$ cat config.mk
export PLATFORM = sky130hd
export DESIGN_NAME = frame_swap_controller_flat
export DESIGN_NICKNAME = d
export VERILOG_FILES = /design/src/rtl/frame_swap_controller_if.sv /design/src/rtl/frame_swap_controller.sv /design/src/flat_wrapper.sv
export SDC_FILE = /design/constraint.sdc
export NUM_CORES = 1
export LEC_CHECK = 0
export BUFFER_PORTS_ARGS = -buffer_cell sky130_fd_sc_hd__buf_2
export CORE_MARGIN = 8
export CORE_UTILIZATION = 53
export CTS_BUF_LIST = sky130_fd_sc_hd__clkbuf_16
export CTS_CLUSTER_DIAMETER = 30
export DETAILED_ROUTE_END_ITERATION = 6
export PLACE_DENSITY = 0.84
export SETUP_SLACK_MARGIN = 0.2
export SLEW_MARGIN = 10
export SYNTH_ARGS = -nofsm -noshare
export SYNTH_HDL_FRONTEND = slang
export SYNTH_SLANG_ARGS = --single-unit
$ cat constraint.sdc
create_clock -name clk -period 4.9 [get_ports clk]
set_input_delay 0.49 -clock clk [delete_from_list [all_inputs] [get_ports clk]]
set_output_delay 0.49 -clock clk [all_outputs]
set_load 0.01 [all_outputs]
$ cat src/rtl/frame_swap_controller_if.sv
// Drawing-side bus between the DrawingManager and the frame swap controller.
//   draw_write_en/addr/data : pixel write from the drawer
//   frame_done              : level, drawer has finished the current frame
//   draw_start / draw_ack   : one-cycle pulses back to the drawer
// master = DrawingManager side, slave = controller side.
interface frame_swap_controller_if #(
  parameter int ADDR_W = 15,
  parameter int DATA_W = 12
);
  logic              draw_write_en;
  logic [ADDR_W-1:0] draw_write_addr;
  logic [DATA_W-1:0] draw_write_data;
  logic              frame_done;
  logic              draw_start;
  logic              draw_ack;

  modport master (
    output draw_write_en, draw_write_addr, draw_write_data, frame_done,
    input  draw_start, draw_ack
  );

  modport slave (
    input  draw_write_en, draw_write_addr, draw_write_data, frame_done,
    output draw_start, draw_ack
  );
endinterface

$ cat src/rtl/frame_swap_controller.sv
// Double-buffer controller between the DrawingManager and two frame buffer RAMs.
// Pixel writes are registered once and steered to the back buffer; the buffers
// swap on a display vsync only after the drawer reports frame_done, so the
// scanned-out frame never tears.
// Ports:
//   clk, rstn        clock, synchronous active-low reset
//   vsync            one-cycle display frame boundary pulse (clk domain)
//   draw             drawing-side bus (writes, frame_done, draw_start, draw_ack)
//   buffer_select    back buffer index (being drawn)
//   display_select   front buffer index (being scanned), always ~buffer_select
//   fb0_*/fb1_*      write ports of buffer 0 / buffer 1
// Optional: define FRAME_SWAP_STATS_EN to add the saturating counters
//   frames_presented, vsyncs_missed and writes_dropped.
module frame_swap_controller #(
  parameter int BUFFER_WIDTH      = 160,
  parameter int BUFFER_HEIGHT     = 120,
  parameter int BUFFER_DATA_WIDTH = 12,
  parameter int BUFFER_ADDR_WIDTH = $clog2(BUFFER_WIDTH*BUFFER_HEIGHT),
  parameter int VSYNC_DIVIDE      = 1
) (
  input  logic                         clk,
  input  logic                         rstn,
  input  logic                         vsync,
  frame_swap_controller_if.slave       draw,
  output logic                         buffer_select,
  output logic                         display_select,
  output logic                         fb0_write_en,
  output logic [BUFFER_ADDR_WIDTH-1:0] fb0_write_addr,
  output logic [BUFFER_DATA_WIDTH-1:0] fb0_write_data,
  output logic                         fb1_write_en,
  output logic [BUFFER_ADDR_WIDTH-1:0] fb1_write_addr,
  output logic [BUFFER_DATA_WIDTH-1:0] fb1_write_data
`ifdef FRAME_SWAP_STATS_EN
  ,
  output logic [15:0]                  frames_presented,
  output logic [15:0]                  vsyncs_missed,
  output logic [15:0]                  writes_dropped
`endif
);

  localparam logic [4:0] DIV = 5'(VSYNC_DIVIDE);

  typedef enum logic [1:0] {S_START, S_DRAWING, S_WAIT_VSYNC, S_SWAP} state_t;

  state_t     state, state_nx;
  logic [3:0] vsync_count;
  logic       div_hit;
  logic       wr_ok;

  // Widened by one bit so a saturated count of 15 plus one still compares.
  assign div_hit = ({1'b0, vsync_count} + 5'd1) >= DIV;

  // Writes only land while the drawer owns a stable back buffer.
  assign wr_ok = draw.draw_write_en && (state == S_DRAWING || state == S_WAIT_VSYNC);

  assign display_select = ~buffer_select;

  always_ff @(posedge clk) begin
    if (!rstn) state <= S_START;
    else       state <= state_nx;
  end

  always_comb begin
    state_nx = state;
    case (state)
      S_START:      state_nx = S_DRAWING;
      S_DRAWING:    if (draw.frame_done) state_nx = S_WAIT_VSYNC;
      S_WAIT_VSYNC: if (vsync && div_hit) state_nx = S_SWAP;
      S_SWAP:       state_nx = S_DRAWING;
      default:      state_nx = S_START;
    endcase
  end

  // Handshake pulses, buffer select and vsync counter. The swap is committed
  // on the edge entering SWAP so draw_ack and the new select appear together.
  always_ff @(posedge clk) begin
    if (!rstn) begin
      draw.draw_start <= 1'b0;
      draw.draw_ack   <= 1'b0;
      buffer_select   <= 1'b0;
      vsync_count     <= '0;
    end else begin
      draw.draw_start <= (state == S_START);
      draw.draw_ack   <= (state_nx == S_SWAP);
      if (state_nx == S_SWAP) begin
        buffer_select <= ~buffer_select;
        vsync_count   <= '0;
      end else if (vsync && vsync_count != 4'hF) begin
        vsync_count   <= vsync_count + 4'd1;
      end
    end
  end

  // Single write register stage, steered by the back buffer index at issue time.
  always_ff @(posedge clk) begin
    if (!rstn) begin
      fb0_write_en   <= 1'b0;
      fb0_write_addr <= '0;
      fb0_write_data <= '0;
      fb1_write_en   <= 1'b0;
      fb1_write_addr <= '0;
      fb1_write_data <= '0;
    end else begin
      fb0_write_en <= wr_ok && !buffer_select;
      fb1_write_en <= wr_ok &&  buffer_select;
      if (wr_ok && !buffer_select) begin
        fb0_write_addr <= draw.draw_write_addr;
        fb0_write_data <= draw.draw_write_data;
      end
      if (wr_ok && buffer_select) begin
        fb1_write_addr <= draw.draw_write_addr;
        fb1_write_data <= draw.draw_write_data;
      end
    end
  end

`ifdef FRAME_SWAP_STATS_EN
  always_ff @(posedge clk) begin
    if (!rstn) begin
      frames_presented <= '0;
      vsyncs_missed    <= '0;
      writes_dropped   <= '0;
    end else begin
      if (state == S_SWAP && frames_presented != 16'hFFFF)
        frames_presented <= frames_presented + 16'd1;
      if (vsync && state == S_DRAWING && vsyncs_missed != 16'hFFFF)
        vsyncs_missed <= vsyncs_missed + 16'd1;
      if (draw.draw_write_en && (state == S_START || state == S_SWAP) &&
          writes_dropped != 16'hFFFF)
        writes_dropped <= writes_dropped + 16'd1;
    end
  end
`endif

endmodule

$ cat src/flat_wrapper.sv
// flat-port wrapper written by rule: the top's interface ports become plain ports
module frame_swap_controller_flat 
#(
  parameter int BUFFER_WIDTH      = 160,
  parameter int BUFFER_HEIGHT     = 120,
  parameter int BUFFER_DATA_WIDTH = 12,
  parameter int BUFFER_ADDR_WIDTH = $clog2(BUFFER_WIDTH*BUFFER_HEIGHT),
  parameter int VSYNC_DIVIDE      = 1
)
  (clk, rstn, vsync, buffer_select, display_select, fb0_write_en, fb0_write_addr, fb0_write_data, fb1_write_en, fb1_write_addr, fb1_write_data, draw_draw_write_en, draw_draw_write_addr, draw_draw_write_data, draw_frame_done, draw_draw_start, draw_draw_ack);
  frame_swap_controller_if #(.ADDR_W((15)), .DATA_W((12))) draw_i ();
  input  logic clk;
  input  logic rstn;
  input  logic vsync;
  output logic buffer_select;
  output logic display_select;
  output logic fb0_write_en;
  output logic [BUFFER_ADDR_WIDTH-1:0] fb0_write_addr;
  output logic [BUFFER_DATA_WIDTH-1:0] fb0_write_data;
  output logic fb1_write_en;
  output logic [BUFFER_ADDR_WIDTH-1:0] fb1_write_addr;
  output logic [BUFFER_DATA_WIDTH-1:0] fb1_write_data;
  input wire logic [$bits(draw_i.draw_write_en)-1:0] draw_draw_write_en;
  input wire logic [$bits(draw_i.draw_write_addr)-1:0] draw_draw_write_addr;
  input wire logic [$bits(draw_i.draw_write_data)-1:0] draw_draw_write_data;
  input wire logic [$bits(draw_i.frame_done)-1:0] draw_frame_done;
  output wire logic [$bits(draw_i.draw_start)-1:0] draw_draw_start;
  output wire logic [$bits(draw_i.draw_ack)-1:0] draw_draw_ack;
  assign draw_i.draw_write_en = draw_draw_write_en;
  assign draw_i.draw_write_addr = draw_draw_write_addr;
  assign draw_i.draw_write_data = draw_draw_write_data;
  assign draw_i.frame_done = draw_frame_done;
  assign draw_draw_start = draw_i.draw_start;
  assign draw_draw_ack = draw_i.draw_ack;
  frame_swap_controller #(.BUFFER_WIDTH(BUFFER_WIDTH), .BUFFER_HEIGHT(BUFFER_HEIGHT), .BUFFER_DATA_WIDTH(BUFFER_DATA_WIDTH), .BUFFER_ADDR_WIDTH(BUFFER_ADDR_WIDTH), .VSYNC_DIVIDE(VSYNC_DIVIDE)) u_core (.clk(clk), .rstn(rstn), .vsync(vsync), .draw(draw_i), .buffer_select(buffer_select), .display_select(display_select), .fb0_write_en(fb0_write_en), .fb0_write_addr(fb0_write_addr), .fb0_write_data(fb0_write_data), .fb1_write_en(fb1_write_en), .fb1_write_addr(fb1_write_addr), .fb1_write_data(fb1_write_data));
endmodule
==> results.cfg <==
[power_and_ir_drop]
combPwrFrac = 0.233
swShare = 0.305
p_clk_frac = 0.368
cellLeakagePower_nw = 1.47
intPower_mw = 1.13
powerDensity_nw_per_um2 = 482
p_sw_uw = 494
ir_drop_v = 0.000366
power_frac_seq = 0.399

[sta]
fin_crit_sh = 0.446
setup_viol = 0
hold_viol = 0
tns_ns = 0
finalClockSkew_ns = 0.00400
finalCriticalPeriod_ns = 2.18
max_freq_mhz = 458
rsz0062_at_grt = false
relSlewSlack = 0.305
tightest_slew_ns = 1.04
slew_violations = 0

[cts]
cts_sinks = 65
tritoncts = done
holdBufCountCts = 0
postCtsSetupBuffers = 0
cts_made_buffers = 9
cts_max_level = 3
path_clk_slew_ns = 0.05
cts_root_buf = clkbuf_16
clk_latency_ns = 0.32
clockBufferDepth = 2
cts_resized = 0

[final_layout]
drive_gt1_frac = 0.295
n_antenna_cell = 0
nNetsFinal = 425
final_util = 0.707
synthToLayoutAreaGrowth_pct = 28.4

[global_routing]
grt-ovfl-total = 0
groute.usage.overall = 0.189
grt_first_pass_wirelength_um = 11100
grt_max_degree = 63
antenna_found_initial = 0
grt_pass1_vias = 2331

[yosys]
yosys.area.top_type_share = 0.497
synth_seq_cells = 65
synth_warnings = 0
synthesis.nets = 338
async_flop_share = 0
yosysSeqAreaShare = 0.497
syn_avg_cell_area_um2 = 8.70
synth_ff_type = dfxtp_1
synth_edf_count = 0
yosysMostFrequentCell = nand2_1
ys_types = 36
synth_common_cells = nand2_1 (113), dfxtp_1 (65), a21boi_0 (45)
yosysTopAreaCell = dfxtp_1
synth.cell_area_um2 = 2620
synth_area_leaders = dfxtp_1 (50%), nand2_1 (16%), a21boi_0 (13%), a21boi_1 (2.6%), ha_1 (2.4%)
syn_inst = 301

[placed_design]
routabilityCongestion = 0.852
port_buffers = 91
dp_hpwl_um = 4660

[drt]
wire_per_inst_um = 14.5
drc_errors = 0
detail-route-antenna-nets = 0
initialDrtViolationCount = 61
dr.pass1.iters = 4
viasPerCell = 4.97
via_count = 2288
drt-total-wl_um = 6670

[critical_path]
critical_path_class = register to register
arrival_ns = 2.38
ff2ff_setup_slack_ns = 2.72
cp.required_ns = 5.10
crit_fanout = 27
crit_chain = inv_1 -> ha_1 -> nand3_1 -> nand2_1 -> a21boi_1
cp-end-kind = register
crit_slowest_cell = nand3_1
start_kind = register
cpPeakStageDelay_ns = 0.75

[die]
die-area_um2 = 7440
die_x_um = 86.3
pin_count = 92
fp.dieH_um = 86.3
core_um2 = 4750
rows = 25
initial_core_util = 0.551

[flow_run]
cap_violations = 0

[run_status]
status = finished, final reports clean

[min_path]
hold_class = input port to register
## area by class of cell
cell class	count	area, um2
repair buffers	91	455
flip-flops and latches	65	1300
well taps	67	83.8
clock buffers	9	225
clock inverters	7	55.1
fillers	413	1390
multi-input cells	215	1220
inverters	6	22.5
## state kept, by name (all words and copies together), names as in the netlist
register and flops:
u_core.buffer_select 1, u_core.draw.draw_ack 1, u_core.draw.draw_start 1, u_core.fb0_write_addr 15, u_core.fb0_write_data 12, u_core.fb0_write_en 1
u_core.fb1_write_addr 15, u_core.fb1_write_data 12, u_core.fb1_write_en 1, u_core.state 2, u_core.vsync_count 4
## power by group through the flow
stage | clock network, mW | registers, mW | logic (mW)
finish | 0.596 | 0.647 | 0.378
global route | 0.630 | 0.657 | 0.425
CTS | 0.608 | 0.646 | 0.386
detailed placement | 0 | 0.657 | 0.383
global placement | 0 | 0.650 | 0.371
floorplan | 0 | 0.682 | 0.223
## cells in the final DEF (no fill, tap or decap), types with 2 or more instances in the layout
| cell | n |
|---|---|
| nand2_1 | 113 |
| buf_2 | 91 |
| dfxtp_1 | 65 |
| a21boi_0 | 45 |
| a21boi_1 | 9 |
| clkbuf_16 | 9 |
| inv_1 | 8 |
| nor2_1 | 6 |
| and2_1 | 5 |
| ha_1 | 5 |
| a21oi_1 | 4 |
| nand3_1 | 3 |
| nor2_4 | 2 |
| nand2b_1 | 2 |
| nor3_2 | 2 |
| o21ai_0 | 2 |
| clkinv_2 | 2 |
## worst paths after layout
check | start | end | cells past startpoint
worst min register to register | u_core.fb0_write_data[8]$_SDFFE_PN0P_ | u_core.fb0_write_data[8]$_SDFFE_PN0P_ | 2
worst max register to register | u_core.state[0]$_SDFF_PN0_ | u_core.fb1_write_data[4]$_SDFFE_PN0P_ | 5
worst max-delay path | u_core.state[0]$_SDFF_PN0_ | u_core.fb1_write_data[4]$_SDFFE_PN0P_ | 5
worst min-delay path | draw_draw_write_data[2] | u_core.fb1_write_data[2]$_SDFFE_PN0P_ | 3
## worst max-delay path, delay by kind of cell, from the launching register on
family	cells	cell delay, ns
buffers and inverters	1	0.08
AOI/OAI and AO/OA	1	0.11
adders and majority gates	1	0.37
and+or+nand+nor	2	1.08
DFF	1	0.40
## per-stage QoR
| stage | area, um2 | instances | setup WS [ns] | power (mW) | hold WS (ns) |
|---|---|---|---|---|---|
| after floorplan | 2620 | 301 | 3.23 | 0.905 | 0.479 |
| after global placement | 3080 | 444 | 2.93 | 1.02 | 0.439 |
| after detailed placement | 3080 | 444 | 2.78 | 1.04 | 0.447 |
| after CTS | 3360 | 460 | 2.73 | 1.64 | 0.410 |
| after global routing | 3360 | 460 | 2.46 | 1.71 | 0.431 |
| final | 3360 | 460 | 2.72 | 1.62 | 0.418 |
## metal layers
layer / track usage / wire [um] / up-vias / part of all wire
met3: 0.0888 / 640 / 9 / 0.096
met4: 0.0876 / 116 / 0 / 0.017
met2: 0.317 / 3240 / 76 / 0.49
li1: - / - / 1160 / -
met5: 0 / 0 / - / 0
met1: 0.198 / 2680 / 1043 / 0.40
## cells by family (layout without fill, tap and decap cells)
family | count (synthesis) | in the layout | share of synthesized area
xor+xnor | 1 | 1 | 0.00335
simple gates | 141 | 141 | 0.236
buf+inv | 21 | 113 | 0.0378
flops | 65 | 65 | 0.497
compound gates | 66 | 66 | 0.194
fa+ha+maj | 5 | 5 | 0.0239
mux | 2 | 2 | 0.00813
Power figures use the tool's default switching activity.
